### config.mk
export PLATFORM = sky130hd
export DESIGN_NAME = sram_arbiter
export DESIGN_NICKNAME = d
export VERILOG_FILES = /design/src/rtl/sram_arbiter_pkg.sv /design/src/rtl/sram_arbiter_pick.sv /design/src/rtl/sram_arbiter.sv
export SDC_FILE = /design/constraint.sdc
export NUM_CORES = 1
export LEC_CHECK = 0
export ABC_AREA = 1
export CORE_UTILIZATION = 37
export DETAILED_ROUTE_END_ITERATION = 16
export HOLD_SLACK_MARGIN = 0.06
export PLACE_DENSITY = 0.89
export SLEW_MARGIN = 10
export SYNTH_ARGS = -nofsm -noshare
export SYNTH_HDL_FRONTEND = slang
export SYNTH_SLANG_ARGS = --single-unit
### constraint.sdc
create_clock -name clk_core -period 1.3 [get_ports clk_core]
set_input_delay 0.26 -clock clk_core [delete_from_list [all_inputs] [get_ports clk_core]]
set_output_delay 0.26 -clock clk_core [all_outputs]
set_load 0.02 [all_outputs]
### src/rtl/sram_arbiter_pkg.sv
// sram_arbiter_pkg: shared data width, read-return owner tags and access-state encodings.
package sram_arbiter_pkg;
  localparam int DATA_W = 16;
  typedef enum logic [1:0] {TAG_NONE, TAG_VID, TAG_CPU} tag_e;
  typedef enum logic [1:0] {ACC_IDLE, ACC_RD, ACC_WR} acc_e;
endpackage

### src/rtl/sram_arbiter_pick.sv
// sram_arb_pick: combinational grant selection, video first unless the CPU has starved VID_BURST grants.
module sram_arb_pick
  import sram_arbiter_pkg::*;
#(
  parameter int VID_BURST = 4
) (
  input  logic       vid_req_i,
  input  logic       cpu_req_i,
  input  logic       cpu_we_i,
  input  logic [3:0] starve_cnt_i,
  input  logic       blk_i,
  output logic       vid_gnt_o,
  output logic       cpu_gnt_o
);
  logic force_cpu;
  assign force_cpu = vid_req_i && cpu_req_i && starve_cnt_i == 4'(VID_BURST);
  assign vid_gnt_o = vid_req_i && !force_cpu && !blk_i;
  // During a turnaround block only a further CPU write may use the port.
  assign cpu_gnt_o = cpu_req_i && !vid_gnt_o && !(blk_i && !cpu_we_i);
endmodule

### src/rtl/sram_arbiter.sv
// sram_arbiter: shares one async SRAM port between video scanout and CPU with registered pin outputs.
// Define SRAM_ARB_TURNAROUND_EN to forbid reads in the cycle right after a granted write.
module sram_arbiter
  import sram_arbiter_pkg::*;
#(
  parameter int ADDR_WIDTH = 13,
  parameter int VID_BURST  = 4
) (
  input  logic                  clk_core,
  input  logic                  reset,
  input  logic                  vid_req,
  input  logic [ADDR_WIDTH-1:0] vid_addr,
  output logic                  vid_gnt,
  output logic                  vid_rvalid,
  input  logic                  cpu_req,
  input  logic                  cpu_we,
  input  logic [ADDR_WIDTH-1:0] cpu_addr,
  input  logic [DATA_W-1:0]     cpu_wdata,
  output logic                  cpu_gnt,
  output logic                  cpu_rvalid,
  output logic [DATA_W-1:0]     rdata,
  output logic [ADDR_WIDTH-1:0] sram_a,
  output logic                  sram_wr,
  output logic [DATA_W-1:0]     host_to_sram,
  input  logic [DATA_W-1:0]     sram_to_host
);
`ifdef SRAM_ARB_TURNAROUND_EN
  localparam bit TURN = 1'b1;
`else
  localparam bit TURN = 1'b0;
`endif
  logic [3:0] starve_q, starve_d;
  acc_e last_q, last_d;
  tag_e tag1_q, tag2_q, tag_d;
  logic [ADDR_WIDTH-1:0] sram_a_q;
  logic [DATA_W-1:0] hts_q, rdata_q;
  logic sram_wr_q, blk;
  assign blk = TURN && last_q == ACC_WR;
  sram_arb_pick #(.VID_BURST(VID_BURST)) u_pick (
    .vid_req_i   (vid_req && !reset),
    .cpu_req_i   (cpu_req && !reset),
    .cpu_we_i    (cpu_we),
    .starve_cnt_i(starve_q),
    .blk_i       (blk),
    .vid_gnt_o   (vid_gnt),
    .cpu_gnt_o   (cpu_gnt)
  );
  always_comb begin
    starve_d = (!cpu_req || cpu_gnt) ? 4'd0 :
               (vid_gnt && starve_q != 4'(VID_BURST)) ? starve_q + 4'd1 : starve_q;
    last_d   = (cpu_gnt && cpu_we) ? ACC_WR : (vid_gnt || cpu_gnt) ? ACC_RD : ACC_IDLE;
    tag_d    = vid_gnt ? TAG_VID : (cpu_gnt && !cpu_we) ? TAG_CPU : TAG_NONE;
  end
  always_ff @(posedge clk_core) begin
    if (reset) begin
      starve_q  <= '0;
      last_q    <= ACC_IDLE;
      tag1_q    <= TAG_NONE;
      tag2_q    <= TAG_NONE;
      sram_a_q  <= '0;
      sram_wr_q <= 1'b0;
      hts_q     <= '0;
      rdata_q   <= '0;
    end else begin
      starve_q  <= starve_d;
      last_q    <= last_d;
      tag1_q    <= tag_d;
      tag2_q    <= tag1_q;
      sram_wr_q <= cpu_gnt && cpu_we;
      if (vid_gnt) sram_a_q <= vid_addr;
      else if (cpu_gnt) sram_a_q <= cpu_addr;
      if (cpu_gnt && cpu_we) hts_q <= cpu_wdata;
      // rdata only moves when a read is on the pins, so it holds between returns.
      if (tag1_q != TAG_NONE) rdata_q <= sram_to_host;
    end
  end
  assign sram_a       = sram_a_q;
  assign sram_wr      = sram_wr_q;
  assign host_to_sram = hts_q;
  assign rdata        = rdata_q;
  assign vid_rvalid   = tag2_q == TAG_VID;
  assign cpu_rvalid   = tag2_q == TAG_CPU;
endmodule

==> results_dict.tcl <==
set metrics [dict create \
    synth.avg_cell_area_um2 7.066 \
    layout.cells.non_filler 544 \
    cp_num_buf_inv 2 \
    grt_start_max_net_pins 34 \
    hold_path_class "register to register" \
    crit_chain "inv_2 -> ha_4 -> nand3_4 -> a21oi_4 -> buf_4" \
    diodes 0 \
    syn_nets 400 \
    worst_slack_ns -0.2123 \
    synth_area_mm2 0.002367 \
    avgViaCountPerCell 4.757 \
    rr_worst_depth 10 \
    critPathTopFamily "flip-flops" \
    r2r_start "starve_q[1]" \
    hold_violations 0 \
    grt_pass1_wl_um 10290 \
    cts_tree "built" \
    max_slew_margin 0.6798 \
    cts_sinks 54 \
    end_kind "output port" \
    cts_buffers 5 \
    final_max_slew_viol_count 0 \
    cts.clk_slew.worst_paths_ns 0.09 \
    std_cell_rows 28 \
    port_buffers 112 \
    placed_cell_area_mm2 0.003665 \
    setup_viol 26 \
    rsz0062_at_grt "yes" \
    tightest_slew_ns 0.4797 \
    status "complete, but fails checks" \
    min_to "tag2_q[0]" \
    dieArea_mm2 0.006722 \
    critPathArrivalTime_ns 1.25 \
    cts_buffer_depth 2 \
    die_height_um 81.99 \
    drive_above_1_share 0.2175 \
    nNetsFinal 534 \
    vias 2588 \
    yosysWarnings 0 \
    dp_hpwl_um 4639 \
    die_w_um 81.99 \
    min-delay-start "tag1_q[0]" \
    ff2ff_setup_slack_ns -0.13 \
    routedWlPerCell_um 13.02 \
    ir_worst_vdd_uv 553.5 \
    ys_types 23 \
    leakage_nw 2.006 \
    critical_path_required_ns 1.04 \
    routabilityCongestion 0.7539 \
    r2r-end "host_to_sram[5]" \
    layout_commonest_cell "nor2_1" \
    cts-root-buf "clkbuf_8" \
    area_growth_pct 75.21 \
    overflow 0 \
    ant_nets 0 \
    io_pins 113 \
    postCtsHoldBufs 0 \
    period_needed_ns 1.512 \
    finalClockSkew_ns 0.01111 \
    antenna_found_initial 0 \
    violations "negative setup slack" \
    max_freq_ghz 0.6613 \
    clock_latency_ns 0.30 \
    drv_cap 0 \
    crit_path_max_fanout 2 \
    synth.ff_latch_count 54 \
    firstDrtPassIters 4 \
    start_kind "register" \
    dp.cells 524 \
    drt_iter0_drc 104 \
    mostFrequentLayoutCells "nor2_1, clkdlybuf4s50_1, dfxtp_1" \
    wl_um 7082 \
    fin_crit_sh 1.163 \
    grt_pass1_vias 2429 \
    core_area_mm2 0.006061 \
    min_delay_path_depth 2 \
    critical_path_class "register to output port" \
    syn_inst 335 \
    synth-seq-area-share 0.4567 \
    initial_utilization 0.3906 \
    max_stage_delay_ns 0.34 \
    htree_levels 2 \
    final_cell_area_mm2 0.004148 \
    grtUsageTotal 0.2024 \
    power_density_mw_per_mm2 888.7 \
    drcViolationCount 0 \
    worst_path_max_delay_cell "dfxtp_2" \
]
-- worst register-to-register path, cell delays in order, from the launching register on --
cell,delay [ns]
dfxtp_2,0.34
inv_2,0.06
ha_4,0.15
nand3_4,0.08
a21oi_4,0.17
buf_6,0.14
buf_6,0.12
buf_12,0.12
nand3_2,0.05
nand2_1,0.07
nor2_1,0.05
-- cells in the mapped netlist --
master | n | area [µm²]
nor2_8 | 1 | 20.02
buf_1 | 2 | 7.510
nor2_1 | 86 | 322.8
xnor2_1 | 1 | 8.760
a21oi_4 | 1 | 16.27
buf_6 | 4 | 45.04
inv_1 | 43 | 161.4
dfxtp_1 | 54 | 1081
buf_2 | 4 | 20.02
nand4_2 | 1 | 12.51
ha_1 | 2 | 25.02
o21ai_0 | 16 | 80.08
inv_4 | 1 | 6.260
nand2_2 | 2 | 12.51
nand3_2 | 1 | 10.01
clkbuf_1 | 6 | 22.52
o21ai_1 | 1 | 5.000
a21oi_1 | 12 | 60.06
a21oi_2 | 4 | 35.03
nand2_1 | 44 | 165.2
inv_2 | 2 | 7.510
buf_4 | 3 | 22.52
nand3_1 | 44 | 220.2
-- per-stage QoR --
stage                     TNS (ns)  setup slack [ns]  power (mW)  hold WS (ns)  utilization
after detailed placement    -22.04           -0.6942       2.766        0.4205       0.6047
after global placement      -19.81           -0.6826       2.735        0.4093       0.6047
after floorplan                  0           0.01833       2.287        0.4030            -
after CTS                   -2.261           -0.2408       3.664        0.4342       0.6561
final                       -1.984           -0.2123       3.686        0.4300       0.6844
after global routing        -4.384           -0.2932       3.900        0.4612       0.6844
-- layer usage --
metal	wire length (µm)	track usage
met4	129	0.07544
met1	2655	0.1969
met5	0	0
met2	3825	0.4000
met3	472	0.05333
-- cells by family (layout without fill, tap and decap cells) --
logic type,count (synthesis),in the layout,synth area share
simple gates,179,179,0.3224
compound gates,34,34,0.08298
buf+inv,65,199,0.1237
fa+ha+maj,2,2,0.01057
flops,54,54,0.4567
xor+xnor,1,1,0.003700
-- sequential cells by signal, indices dropped and copies added, names as in the netlist --
register,flops
host_to_sram,16
rdata,16
sram_a,13
starve_q,4
tag1_q,2
tag2_q,2
sram_wr,1
-- final cells by class --
| type | count | area, µm² |
|---|---|---|
| multi-input cells | 216 | 1225 |
| clock buffers | 6 | 72.57 |
| clock inverters | 1 | 7.507 |
| flip-flops and latches | 54 | 1085 |
| repair buffers | 146 | 1484 |
| inverters | 46 | 180.2 |
| well taps | 75 | 93.84 |
| fillers | 517 | 1913 |
-- worst max-delay path by stage --
stage | startpoint | end | slack (ns) | depth (start not counted)
finish | starve_q[1] | cpu_gnt | -0.21 | 5
global route | starve_q[1] | cpu_gnt | -0.29 | 5
global placement | reset | cpu_gnt | -0.68 | 5
floorplan | starve_q[1] | cpu_gnt | 0.02 | 5
CTS | starve_q[1] | cpu_gnt | -0.24 | 5
detailed placement | reset | cpu_gnt | -0.69 | 5
-- power by group --
group / switching [mW] / total (mW) / internal (mW)
Sequential: 0.0521 / 1.81 / 1.76
Clock: 0.506 / 0.876 / 0.370
Combinational: 0.505 / 1.00 / 0.497
Total: 1.06 / 3.69 / 2.62
-- what timing repair did --
item                       4_1_cts  5_1_grt
pin swaps                        9       14
gates resized for setup        103       52
cloned                           4        1
setup buffers                    7        4
setup endpoints to repair       81       44
(Power assumes the default switching activity.)
